$ cat src/rtl/card_game_pkg.sv
// Shared types and constants for the ten-and-a-half game engine.
// All scores are carried in half-point (hp) units.
package card_game_pkg;

    localparam int HP_W = 6;

    localparam logic [HP_W-1:0] BUST_HP         = 6'd21;
    localparam logic [HP_W-1:0] DEALER_STAND_HP = 6'd14;

    typedef enum logic [2:0] {
        IDLE      = 3'd0,
        DEAL      = 3'd1,
        TURN      = 3'd2,
        WAIT_CARD = 3'd3,
        SETTLE    = 3'd4,
        SHOW      = 3'd5,
        DONE      = 3'd6
    } state_t;

    // Number cards score double their face; face cards and out-of-range codes score a half point.
    function automatic logic [HP_W-1:0] card_hp(input logic [3:0] n);
        if (n >= 4'd1 && n <= 4'd10) return {1'b0, n, 1'b0};
        else                         return 6'd1;
    endfunction

endpackage

$ cat src/rtl/card_game_if.sv
// Card-source handshake: card_req is held while a card is wanted, a card
// transfers on the clock edge where card_req and card_vld are both high.
interface card_game_if;
    logic       card_req;
    logic       card_vld;
    logic [3:0] card_num;

    modport master (output card_req, input card_vld, input card_num);
    modport slave  (input card_req, output card_vld, output card_num);
endinterface

$ cat src/rtl/card_game_ctrl_hand_accum.sv
// One seat's hand: card count, last card taken and running half-point total.
module hand_accum
    import card_game_pkg::*;
(
    input  logic            clk,
    input  logic            rst_n,
    input  logic            clear,
    input  logic            add,
    input  logic [3:0]      card,
    output logic [2:0]      cnt,
    output logic [3:0]      last,
    output logic [HP_W-1:0] hp
);

    always_ff @(posedge clk or negedge rst_n) begin
        if (!rst_n) begin
            cnt  <= '0;
            last <= '0;
            hp   <= '0;
        end else if (clear) begin
            cnt  <= '0;
            last <= '0;
            hp   <= '0;
        end else if (add) begin
            cnt  <= cnt + 3'd1;
            last <= card;
            hp   <= hp + card_hp(card);
        end
    end

endmodule

$ cat src/rtl/card_game_ctrl.sv
// Ten-and-a-half game engine: FSM, seat pointer, card handshake, settlement and win counters.
// Optional DEALER_AUTO_EN: dealer draws automatically below DEALER_STAND_HP instead of using buttons.
module card_game_ctrl
    import card_game_pkg::*;
#(
    parameter int NUM_SEATS  = 4,
    parameter int MAX_CARDS  = 5,
    parameter int NUM_ROUNDS = 4
) (
    input  logic                       clk,
    input  logic                       rst_n,
    input  logic                       start,
    input  logic                       hit,
    input  logic                       stand,
    card_game_if.master                cif,
    output logic [2:0]                 cur_seat,
    output logic [2:0]                 cur_cnt,
    output logic [3:0]                 cur_card,
    output logic [HP_W-1:0]            cur_hp,
    output logic [HP_W-1:0]            dealer_hp,
    output logic [NUM_SEATS-2:0]       win_mask,
    output logic [4*(NUM_SEATS-1)-1:0] wins,
    output logic [3:0]                 round,
    output logic [2:0]                 state,
    output logic                       game_over
);

    localparam int         NP     = NUM_SEATS - 1;
    localparam logic [2:0] DEALER = 3'(NUM_SEATS - 1);
    localparam logic [2:0] MAX_C  = 3'(MAX_CARDS);
    localparam logic [3:0] LAST_R = 4'(NUM_ROUNDS);

    state_t                st_q, st_d;
    logic [2:0]            seat_q, seat_d;
    logic                  dealing_q, dealing_d;
    logic [3:0]            round_q, round_d;
    logic [NP-1:0]         win_mask_q, mask_d;
    logic [NP-1:0][3:0]    wins_q;
    logic                  clear_all, do_settle, accept;
    logic                  is_dealer, turn_end, turn_hit, bust, full;
    logic [NUM_SEATS-1:0]  add_vec;
    logic [2:0]            cnt_a  [NUM_SEATS];
    logic [3:0]            last_a [NUM_SEATS];
    logic [HP_W-1:0]       hp_a   [NUM_SEATS];

    for (genvar k = 0; k < NUM_SEATS; k++) begin : g_seat
        hand_accum u_hand (
            .clk   (clk),
            .rst_n (rst_n),
            .clear (clear_all),
            .add   (add_vec[k]),
            .card  (cif.card_num),
            .cnt   (cnt_a[k]),
            .last  (last_a[k]),
            .hp    (hp_a[k])
        );
    end

    assign cif.card_req = (st_q == WAIT_CARD);
    assign accept       = cif.card_req && cif.card_vld;
    assign is_dealer    = (seat_q == DEALER);

    always_comb begin
        cur_cnt  = '0;
        cur_card = '0;
        cur_hp   = '0;
        add_vec  = '0;
        for (int k = 0; k < NUM_SEATS; k++) begin
            add_vec[k] = accept && (seat_q == 3'(k));
            if (seat_q == 3'(k)) begin
                cur_cnt  = cnt_a[k];
                cur_card = last_a[k];
                cur_hp   = hp_a[k];
            end
        end
    end

    assign bust = (cur_hp > BUST_HP);
    assign full = (cur_cnt >= MAX_C);

    always_comb begin
`ifdef DEALER_AUTO_EN
        if (is_dealer) begin
            turn_end = bust || full || (cur_hp >= DEALER_STAND_HP);
            turn_hit = 1'b1;
        end else begin
            turn_end = stand || bust || full;
            turn_hit = hit;
        end
`else
        turn_end = stand || bust || full;
        turn_hit = hit;
`endif
    end

    // Ties and player busts go to the dealer.
    always_comb begin
        mask_d = '0;
        for (int k = 0; k < NP; k++)
            mask_d[k] = (hp_a[k] <= BUST_HP) &&
                        ((hp_a[NUM_SEATS-1] > BUST_HP) || (hp_a[k] > hp_a[NUM_SEATS-1]));
    end

    always_comb begin
        st_d      = st_q;
        seat_d    = seat_q;
        dealing_d = dealing_q;
        round_d   = round_q;
        clear_all = 1'b0;
        do_settle = 1'b0;
        case (st_q)
            IDLE: if (start) begin
                st_d      = DEAL;
                seat_d    = '0;
                dealing_d = 1'b1;
            end
            DEAL: st_d = WAIT_CARD;
            TURN: begin
                if (turn_end) begin
                    if (is_dealer) st_d = SETTLE;
                    else           seat_d = seat_q + 3'd1;
                end else if (turn_hit) begin
                    st_d = WAIT_CARD;
                end
            end
            WAIT_CARD: if (cif.card_vld) begin
                if (!dealing_q) begin
                    st_d = TURN;
                end else if (is_dealer) begin
                    st_d      = TURN;
                    seat_d    = '0;
                    dealing_d = 1'b0;
                end else begin
                    st_d   = DEAL;
                    seat_d = seat_q + 3'd1;
                end
            end
            SETTLE: begin
                do_settle = 1'b1;
                st_d      = SHOW;
            end
            SHOW: if (stand) begin
                if (round_q == LAST_R) begin
                    st_d = DONE;
                end else begin
                    st_d      = IDLE;
                    round_d   = round_q + 4'd1;
                    seat_d    = '0;
                    clear_all = 1'b1;
                end
            end
            DONE:    st_d = DONE;
            default: st_d = IDLE;
        endcase
    end

    always_ff @(posedge clk or negedge rst_n) begin
        if (!rst_n) begin
            st_q       <= IDLE;
            seat_q     <= '0;
            dealing_q  <= 1'b0;
            round_q    <= 4'd1;
            win_mask_q <= '0;
            wins_q     <= '0;
        end else begin
            st_q      <= st_d;
            seat_q    <= seat_d;
            dealing_q <= dealing_d;
            round_q   <= round_d;
            if (do_settle) begin
                win_mask_q <= mask_d;
                for (int k = 0; k < NP; k++)
                    if (mask_d[k] && wins_q[k] != 4'd15) wins_q[k] <= wins_q[k] + 4'd1;
            end else if (clear_all) begin
                win_mask_q <= '0;
            end
        end
    end

    assign cur_seat  = seat_q;
    assign dealer_hp = hp_a[NUM_SEATS-1];
    assign win_mask  = win_mask_q;
    assign wins      = wins_q;
    assign round     = round_q;
    assign state     = st_q;
    assign game_over = (st_q == DONE);

endmodule

$ cat src/flat_wrapper.sv
// flat-port wrapper written by rule: the top's interface ports become plain ports
module card_game_ctrl_flat import card_game_pkg::*;
#(
    parameter int NUM_SEATS  = 4,
    parameter int MAX_CARDS  = 5,
    parameter int NUM_ROUNDS = 4
)
  (clk, rst_n, start, hit, stand, cur_seat, cur_cnt, cur_card, cur_hp, dealer_hp, win_mask, wins, round, state, game_over, cif_card_req, cif_card_vld, cif_card_num);
  card_game_if cif_i ();
  input  logic clk;
  input  logic rst_n;
  input  logic start;
  input  logic hit;
  input  logic stand;
  output logic [2:0] cur_seat;
  output logic [2:0] cur_cnt;
  output logic [3:0] cur_card;
  output logic [HP_W-1:0] cur_hp;
  output logic [HP_W-1:0] dealer_hp;
  output logic [NUM_SEATS-2:0] win_mask;
  output logic [4*(NUM_SEATS-1)-1:0] wins;
  output logic [3:0] round;
  output logic [2:0] state;
  output logic game_over;
  output wire logic [$bits(cif_i.card_req)-1:0] cif_card_req;
  input wire logic [$bits(cif_i.card_vld)-1:0] cif_card_vld;
  input wire logic [$bits(cif_i.card_num)-1:0] cif_card_num;
  assign cif_card_req = cif_i.card_req;
  assign cif_i.card_vld = cif_card_vld;
  assign cif_i.card_num = cif_card_num;
  card_game_ctrl #(.NUM_SEATS(NUM_SEATS), .MAX_CARDS(MAX_CARDS), .NUM_ROUNDS(NUM_ROUNDS)) u_core (.clk(clk), .rst_n(rst_n), .start(start), .hit(hit), .stand(stand), .cif(cif_i), .cur_seat(cur_seat), .cur_cnt(cur_cnt), .cur_card(cur_card), .cur_hp(cur_hp), .dealer_hp(dealer_hp), .win_mask(win_mask), .wins(wins), .round(round), .state(state), .game_over(game_over));
endmodule
$ cat config.mk
export PLATFORM = sky130hd
export DESIGN_NAME = card_game_ctrl_flat
export DESIGN_NICKNAME = d
export VERILOG_FILES = /design/src/rtl/card_game_pkg.sv /design/src/rtl/card_game_if.sv /design/src/rtl/card_game_ctrl_hand_accum.sv /design/src/rtl/card_game_ctrl.sv /design/src/flat_wrapper.sv
export SDC_FILE = /design/constraint.sdc
export NUM_CORES = 1
export LEC_CHECK = 0
export CAP_MARGIN = 20
export CORE_UTILIZATION = 50
export DETAILED_ROUTE_END_ITERATION = 8
export HOLD_SLACK_MARGIN = 0.05
export PLACE_DENSITY = 0.72
export SLEW_MARGIN = 30
export SYNTH_ARGS = -nofsm -noshare
export SYNTH_HDL_FRONTEND = slang
export SYNTH_HIERARCHICAL = 1
export SYNTH_SLANG_ARGS = --single-unit
$ cat constraint.sdc
create_clock -name clk -period 5.4 [get_ports clk]
set_input_delay 0.81 -clock clk [delete_from_list [all_inputs] [get_ports clk]]
set_output_delay 0.81 -clock clk [all_outputs]
set_load 0.01 [all_outputs]
Word level (Yosys, flattened, before mapping):

Cells that the tools add are included.

* flip-flop bits (word level): 78
* bits in latches: 0
* memory bits (writable): 0
* ROM bits: 0
* input port bits: 10
* word-level logic and storage cells: 175
* memories: 0

* add/subtract/negate cells: 13
* multiply operators: 0
* div/mod/pow operators: 0
* $lt $le $gt $ge: 11
* eq/ne operators: 22
* shift operators: 0
* mux-type cells: 75
* bitwise logic cells: 1
* reductions and logical operators: 33

Operators with widths (count)
* 6-bit two-way mux: 20
* 3-bit two-way mux: 30
* 4-bit two-way mux: 12
* 6-bit adder: 4
* 3-bit case mux with 7 select lines: 1
* 6-bit greater-than comparator: 3
* 6-bit by 5-bit <= comparator with 1-bit output (second input constant): 3
* 4-bit by 1-bit adder with 4-bit output (second input constant): 4
* 3-bit by 1-bit adder with 3-bit output (second input constant): 5
* 3-bit by 2-bit equality test with 1-bit output (second input constant): 4
* 6-bit by 5-bit greater-than comparator with 1-bit output (second input constant): 2
* 1-bit logical AND: 12
* 2-bit != test (second input constant): 6
* 4-bit != test (second input constant): 3
* 3-bit case mux with 4 select lines: 1
* 2-bit nonzero test: 6
* 3-bit equality test (second input constant): 3
* 1-bit two-way mux: 8
* 8-bit AND reduction: 1
* 3-bit by 1-bit equality test with 1-bit output (second input constant): 2
* 3-bit zero test: 2
* 3-bit by 2-bit != test with 1-bit output (second input constant): 2
* 2-bit AND reduction: 3
* 3-bit AND reduction: 2
* 12 further kinds: 16

Logic depth before layout (Yosys ltp):

Gate-level depths: netlist of the first run.

* word-level depth: 10
* mapped depth: 10
* gate-level depth less buffers: 9

By module:

The synthesis of the first run kept the hierarchy.

By module, submodules not included
* hand_accum: times used 4, cells each 78, area each 788.3 um^2, seq. area each 325.3 um^2
* card_game_ctrl: times used 1, cells each 285, area each 2371.0 um^2, seq. area each 651.9 um^2

Worst setup path before layout of the first run:

No wires, ideal clock.

* path type: register to register
* start point: register u_core.seat_q[0] (netlist: u_core/cur_seat[0])
* end point: register u_core.st_q[0] (netlist: u_core/state[0])
* library setup time: 0.082 ns
* data arrival time: 2.642 ns
* slack: 2.676 ns
* stages on the path, launching flop included: 11
* path through: dfrtp_1 -> inv_1 -> ha_1 -> buf_6 -> nor2b_4 -> a221o_1 -> a32o_1 -> o21a_1 -> a2111o_1 -> or4_1 -> a31oi_1

* elaborated cells on any way between the ends: 24
* classes of those cells: order compare: 2; eq/ne: 5; mux: 13; reduce/logical: 4

RTL lines
* from (decl): line card_game_ctrl.sv:34 `logic [2:0] seat_q, seat_d;`
* from (signal assigned): line card_game_ctrl.sv:167 `seat_q <= seat_d;`
* 3-bit zero test: line card_game_ctrl.sv:70 `if (seat_q == 3'(k)) begin`
* 3-bit two-way mux (3 in a row): line card_game_ctrl.sv:70
* 3-bit two-way mux *: line card_game_ctrl.sv:70
* via cur_cnt[1]: line flat_wrapper.sv:16 `output logic [2:0] cur_cnt;`
* 3-bit >= comparator *: line card_game_ctrl.sv:79 `assign full = (cur_cnt >= MAX_C);`
* 1-bit logical OR *: line card_game_ctrl.sv:91 `turn_end = stand || bust || full;`
* 3-bit two-way mux or 3-bit by 2-bit != test with 1-bit output (tied branches)
* 3-bit case mux with 7 select lines or 5-bit AND reduction (tied branches)
* to (signal assigned): line card_game_ctrl.sv:166 `st_q <= st_d;`
* to (decl): line card_game_ctrl.sv:33 `state_t st_q, st_d;`

The timed path passes the listed nets; every way through them passes the cells marked *. The select of a mux whose other input is x is not followed.
A chain may end at the register's enable or synchronous reset.

Final worst setup path of the first run:

* start point: register u_core.seat_q[1] (netlist: u_core/cur_seat[1])
* end point: output cur_hp[1]

* cells in the longest elaborated chain, start to end: 5
* elaborated cells on any way between the ends: 8
* classes of those cells: eq/ne: 3; mux: 4; reduce/logical: 1

RTL lines
* 3-bit zero test: line card_game_ctrl.sv:70
* 6-bit two-way mux (3 in a row): line card_game_ctrl.sv:70
* 6-bit two-way mux *: line card_game_ctrl.sv:70
* to (decl): line flat_wrapper.sv:18 `output logic [HP_W-1:0] cur_hp;`

Every way passes the cells marked *; elsewhere a longest branch is shown, timed or not.

==> results of run 1 <==
[cells by family (layout without fill, tap and decap cells)]
| group | after synthesis | count (layout) | share of synthesized area (%) |
|---|---|---|---|
| multiplexers | 35 | 35 | 6.46 |
| AND/OR/NAND/NOR | 201 | 201 | 17.7 |
| XOR/XNOR | 19 | 19 | 3.01 |
| flip-flops | 78 | 78 | 35.4 |
| adder cells (fa/ha/maj) | 57 | 57 | 13.5 |
| buffers and inverters | 64 | 116 | 4.82 |
| AO/OA/AOI/OAI | 143 | 143 | 19.2 |
[state kept, by name, indices dropped and copies added, names as in the netlist]
signal	count
u_core/g_seat.u_hand/cnt	12
u_core/g_seat.u_hand/last	16
u_core/cur_seat	3
u_core/wins	12
u_core/win_mask	3
u_core/dealing_q	1
u_core/g_seat.u_hand/hp	24
u_core/state	3
u_core/round	4
[layout by cell type (no fill, tap or decap), types with 5 or more instances in the layout]
| master | n |
|---|---|
| dfrtp_1 | 77 |
| nor2_1 | 72 |
| clkdlybuf4s50_1 | 54 |
| ha_1 | 53 |
| inv_1 | 40 |
| nand2_1 | 38 |
| mux2i_1 | 30 |
| a21oi_1 | 29 |
| a21o_1 | 18 |
| o21ai_0 | 17 |
| xnor2_1 | 15 |
| nor2b_1 | 14 |
| nand3_1 | 12 |
| nand4_1 | 12 |
| nor3_1 | 11 |
| nand2b_1 | 10 |
| clkbuf_8 | 9 |
| or3_1 | 8 |
| a211oi_1 | 7 |
| a31oi_1 | 7 |
| and2_1 | 6 |
| a22o_1 | 5 |
| a221oi_1 | 5 |
| nand3b_1 | 5 |
| mux2_2 | 5 |
[layer usage]
metal  routed length, um  up-vias  GRT usage, %  part of all wire, %
li1                    -     2264             -                    -
met1                6150     2355          33.6                   45
met2                6520      127          40.0                   48
met3                 675       22          5.53                  5.0
met4                 231        0          9.10                  1.7
met5                   0        -             0                    0
[final cells by class]
type	count	share of cell area, %
multi-input cells	455	51.8
flip-flops and latches	78	30.5
repair buffers	59	9.10
well taps	140	2.74
inverters	41	2.41
clock buffers	10	2.00
clock inverters	6	1.47
[per-stage QoR]
step	util [%]	power (mW)	instance area, um^2	hold WS, ps	cells
after floorplan	-	2.08	5520	486	597
after CTS	59.3	3.14	6400	477	789
after global routing	59.3	3.39	6400	500	789
after global placement	57.2	2.56	6170	475	773
after detailed placement	57.2	2.63	6170	482	773
final	59.3	3.14	6400	433	789
[where the power goes]
group | switching, mW | total (mW) | internal, mW
combinational | 0.862 | 1.61 | 0.753
clock | 0.237 | 0.502 | 0.265
sequential | 0.246 | 1.02 | 0.777
total | 1.35 | 3.14 | 1.79
[worst paths after layout]
check | startpoint | to | slack, ps | cells after the start
max in group asynchronous | rst_n | u_core/win_mask[1] | 4450 | 1
worst min register to register | u_core/win_mask[0] | u_core/win_mask[0] | 490 | 1
worst max-delay path | u_core/cur_seat[1] | cur_hp[1] | 1450 | 6
worst max register to register | u_core/cur_seat[1] | u_core/state[0] | 1980 | 9
worst min-delay path | rst_n | u_core/dealing_q | 430 | 1
min in group clk | u_core/win_mask[0] | u_core/win_mask[0] | 490 | 1
==> results.py, run 1 <==
metrics = {
    "cts": {
        "holdBufCountCts": 0,
        "cts.reportedPaths.clkPinSlew_ps": 90,
        "worstSkewPairLatency_ps": 370,
        "cts_buffer_depth": 2,
        "cts_post_setup_buffers_inserted": 0,
        "cts_num_sinks": 78,
        "htreeDepth": 3,
        "cts_buffers": 9,
        "cts_root_buf": "clkbuf_8",
        "cts_tree": "built",
        "cts_resized": 0,
    },
    "yosys": {
        "syn_area_um2": 5520,
        "syn_inst": 597,
        "synth_edf_count": 0,
        "yosysSeqAreaShare_pct": 35.4,
        "yosys.area.top_type_share_pct": 34.9,
        "synth_common_cells": "dfrtp_1 (77), nor2_1 (72), ha_1 (53)",
        "ys.warnings.count": 6,
        "synth_area_leader_cell": "dfrtp_1",
        "synth_area_per_cell_um2": 9.25,
        "yosysUniqueCellTypes": 57,
        "asyncSetResetFlopFracSynth_pct": 100,
        "synth_top_cells_by_area": "dfrtp_1 (35%), ha_1 (12%), mux2i_1 (5.4%)",
        "ys.flop_type": "dfrtp_1",
        "syn-num-nets": 664,
        "ys_ff_latch": 78,
        "synth_most_common_cell": "dfrtp_1",
    },
    "floorplan": {
        "die-area_um2": 11500,
        "io_pins": 56,
        "core_um2": 10800,
        "die_h_um": 107,
        "rows": 38,
        "chipWidth_um": 107,
        "initial_core_util_pct": 51.2,
    },
    "place": {
        "dp_slack_ps": 1910,
        "gp_congestion": 0.880,
        "hpwl_mm": 9.82,
        "port_buffers": 55,
    },
    "grt": {
        "grt_pass1_vias": 4585,
        "grt_first_pass_wirelength_mm": 22.4,
        "antenna_found_initial": 0,
        "grt.total_usage_pct": 25.2,
        "gr-total-overflow": 0,
        "grt_max_degree": 79,
    },
    "drt": {
        "drtIter0Drc": 268,
        "antenna_left": 0,
        "drc": 0,
        "wl_per_cell_um": 17.2,
        "vias_per_cell": 6.04,
        "via_count": 4768,
        "first_pass_iters": 5,
        "routed_wl_mm": 13.6,
    },
    "cells_and_area": {
        "nFillCells": 959,
        "drive_gt1_share_pct": 5.70,
        "seqCellArea_um2": 1950,
        "area_growth_pct": 15.8,
        "layout.nets": 711,
        "antennaDiodeCount": 0,
        "multi_input_area_um2": 3310,
    },
    "sta": {
        "max_slew_margin_pct": 45.2,
        "tightestPinTransition_ps": 819,
        "hold_viol": 0,
        "setup_ws_ps": 1450,
        "setup_violations": 0,
        "skew_ps": 13.3,
        "min_period_ps": 3950,
        "rsz0062_at_grt": "no",
        "clock.fmax_mhz": 253,
        "finalMaxSlewViolations": 0,
        "setup_tns_ps": 0,
        "fin_crit_sh_pct": 73.1,
    },
    "worst_setup_path": {
        "critPathKind": "reg -> out",
        "cpMaxStageDelayCell": "nor2_1",
        "cp_common_cell": "ha_1",
        "path_buf_inv": 1,
        "cp-end-kind": "output port",
        "cp_max_fo": 15,
        "cpLargestDelayFamily": "simple AND/OR/NAND/NOR gates",
        "cp-start-kind": "flop",
        "path_cells": "ha_1, ha_1, nor2_1, o21ai_0, o22ai_1, clkdlybuf4s50_1",
        "crit_arrival_ps": 3140,
        "max_stage_delay_ps": 650,
        "required_ps": 4590,
    },
    "power_and_ir_drop": {
        "p_leak_nw": 2.81,
        "irDropWorstVdd_mv": 0.254,
        "p_per_area_nw_per_um2": 491,
    },
    "run_status": {
        "status": "complete, no violations",
    },
    "worst_hold_path": {
        "hold_class": "in -> async",
    },
    "flow_run": {
        "cap_violations": 0,
    },
}
Power figures use the tool's default switching activity.
==> run 2: changes to the inputs <==
PLACE_DENSITY = 0.74   (was 0.72)
clock period = 3.4 ns   (was 5.4 ns; I/O delays follow)
==> results.py, run 2 (same netlist as run 1, synthesis figures left out) <==
metrics = {
    "run_status": {
        "status": "complete, no violations",
    },
    "grt": {
        "use_met1_pct": 34.9,
        "use_met2_pct": 42.1,
        "antenna_found_initial": 0,
        "grt_pass1_vias": 4690,
        "busiest_layer": "met2",
        "gr-total-overflow": 0,
        "grt_max_degree": 79,
        "met3_usage_pct": 4.38,
        "grt_first_pass_wirelength_mm": 23.2,
        "grt.total_usage_pct": 26.0,
    },
    "cts": {
        "cts_post_setup_buffers_inserted": 0,
        "worstSkewPairLatency_ps": 370,
        "htreeDepth": 3,
        "cts_root_buf": "clkbuf_8",
        "cts_buffer_depth": 2,
        "cts_buffers": 9,
        "cts_tree": "built",
        "cts.reportedPaths.clkPinSlew_ps": 90,
        "cts_num_sinks": 78,
    },
    "worst_setup_path": {
        "cp-start-kind": "flop",
        "rr_worst_depth": 9,
        "required_ps": 2890,
        "max_stage_delay_ps": 600,
        "path_cells": "ha_1, ha_1, nor2_2, o21ai_0, o22ai_1, clkdlybuf4s50_1",
        "cpMaxStageDelayCell": "clkdlybuf4s50_1",
        "cp-end-kind": "output port",
        "critPathKind": "reg -> out",
        "cpLargestDelayFamily": "buffers and inverters",
        "crit_arrival_ps": 2730,
        "cp_common_cell": "ha_1",
        "cp_max_fo": 9,
        "crit_cells": 6,
        "path_buf_inv": 1,
    },
    "cells_and_area": {
        "top_register": "u_core/g_seat.u_hand/hp",
        "area_growth_pct": 17.1,
        "layout.cells.non_filler": 801,
        "reg_top3": "u_core/g_seat.u_hand/hp: 24 flops, u_core/g_seat.u_hand/last: 16 flops",
        "layout.nets": 723,
        "antennaDiodeCount": 0,
        "multi_input_area_um2": 3310,
        "drive_gt1_share_pct": 7.56,
        "finish.instance_area_um2": 6470,
        "largest_reg_flops": 24,
        "final_common_cell": "dfrtp_1",
        "nFillCells": 896,
        "seqCellArea_um2": 1950,
        "final_cell_mix": "dfrtp_1 (77), nor2_1 (71), clkdlybuf4s50_1 (54)",
    },
    "power_and_ir_drop": {
        "p_comb_share_pct": 52.1,
        "p_int_mw": 2.81,
        "irDropWorstVdd_mv": 0.362,
        "clock_power_share_pct": 14.4,
        "p_per_area_nw_per_um2": 769,
        "p_leak_nw": 2.86,
        "swShare_pct": 43.4,
        "p_seq_share_pct": 33.5,
        "p_switching_mw": 2.16,
    },
    "sta": {
        "setup_ws_ps": 160,
        "hold_viol": 0,
        "setup_tns_ps": 0,
        "fin_crit_sh_pct": 95.3,
        "setup_violations": 0,
        "min_period_ps": 3240,
        "finalMaxSlewViolations": 0,
        "whs_ps": 161,
        "skew_ps": 15.3,
        "tightestPinTransition_ps": 775,
        "max_slew_margin_pct": 48.0,
        "rsz0062_at_grt": "no",
        "clock.fmax_mhz": 309,
    },
    "place": {
        "dp.cells": 785,
        "placed_area_um2": 6260,
        "dp_slack_ps": 369,
        "hpwl_mm": 10.3,
        "port_buffers": 55,
        "gp_congestion": 0.888,
    },
    "floorplan": {
        "initial_core_util_pct": 51.2,
        "chipWidth_um": 107,
        "io_pins": 56,
        "rows": 38,
        "core_um2": 10800,
        "die_h_um": 107,
        "die-area_um2": 11500,
    },
    "worst_hold_path": {
        "hold_class": "in -> async",
    },
    "drt": {
        "wl_per_cell_um": 17.6,
        "antenna_left": 0,
        "vias_per_cell": 6.03,
        "drc": 0,
        "via_count": 4832,
        "drtIter0Drc": 294,
        "first_pass_iters": 5,
        "routed_wl_mm": 14.1,
    },
    "flow_run": {
        "cap_violations": 0,
    },
}
==> run 2: cell count changes in the layout (fill, tap and decap cells not counted), sizes merged <==
cell and change:
buf +12, bufinv -1, clkinv +2, inv -1
==> run 2: power by group through the flow <==
stage	registers, mW	logic (mW)	clock network, mW
floorplan	1.53	1.78	0
global placement	1.65	2.45	0
detailed placement	1.67	2.56	0
CTS	1.65	2.57	0.731
global route	1.71	2.88	0.765
finish	1.66	2.59	0.717
==> run 2: repair_timing <==
item                                    4_1_cts  5_1_grt
gates resized for setup                       0        1
hold buffers                                  0        0
endpoints found under the setup margin        0        5
==> run 2: per-stage QoR <==
stage	total power, mW	utilization [%]
final	4.97	59.9
after global routing	5.35	59.9
after CTS	4.96	59.9
after detailed placement	4.23	58.0
after global placement	4.10	58.0
after floorplan	3.30	-
==> run 2: final cells by class <==
class / count / area share [%]
Multi-Input combinational cell: 455 / 51.2
Sequential cell: 78 / 30.2
Timing Repair Buffer: 71 / 10.4
Tap cell: 140 / 2.71
Inverter: 41 / 2.38
Clock buffer: 10 / 1.97
Clock inverter: 6 / 1.12
==> run 2: metal layers <==
layer	routed length [um]	share of wire, %	up-vias
met3	743	5.3	27
met1	6260	45	2368
met4	273	1.9	0
met5	0	0	-
li1	-	-	2288
met2	6790	48	149
==> run 2: worst paths after layout <==
check | from | end | slack [ps]
setup / recovery | u_core/cur_seat[0] | cur_hp[5] | 160
hold / removal | rst_n | u_core/dealing_q | 160
setup reg to reg | u_core/cur_seat[0] | u_core/cur_seat[1] | 440
hold reg to reg | u_core/win_mask[0] | u_core/win_mask[0] | 490
max in group asynchronous | rst_n | u_core/wins[0] | 2740
min in group clk | u_core/win_mask[0] | u_core/win_mask[0] | 490
==> run 2: worst register-to-register path: stages (launching register included) <==
cell      delay, ps
dfrtp_1         430
inv_1           120
ha_1            340
nor2b_4         200
a221oi_1        300
o22ai_1         170
a21bo_1         210
a2111o_1        500
o21ai_1         350
mux2i_1         240
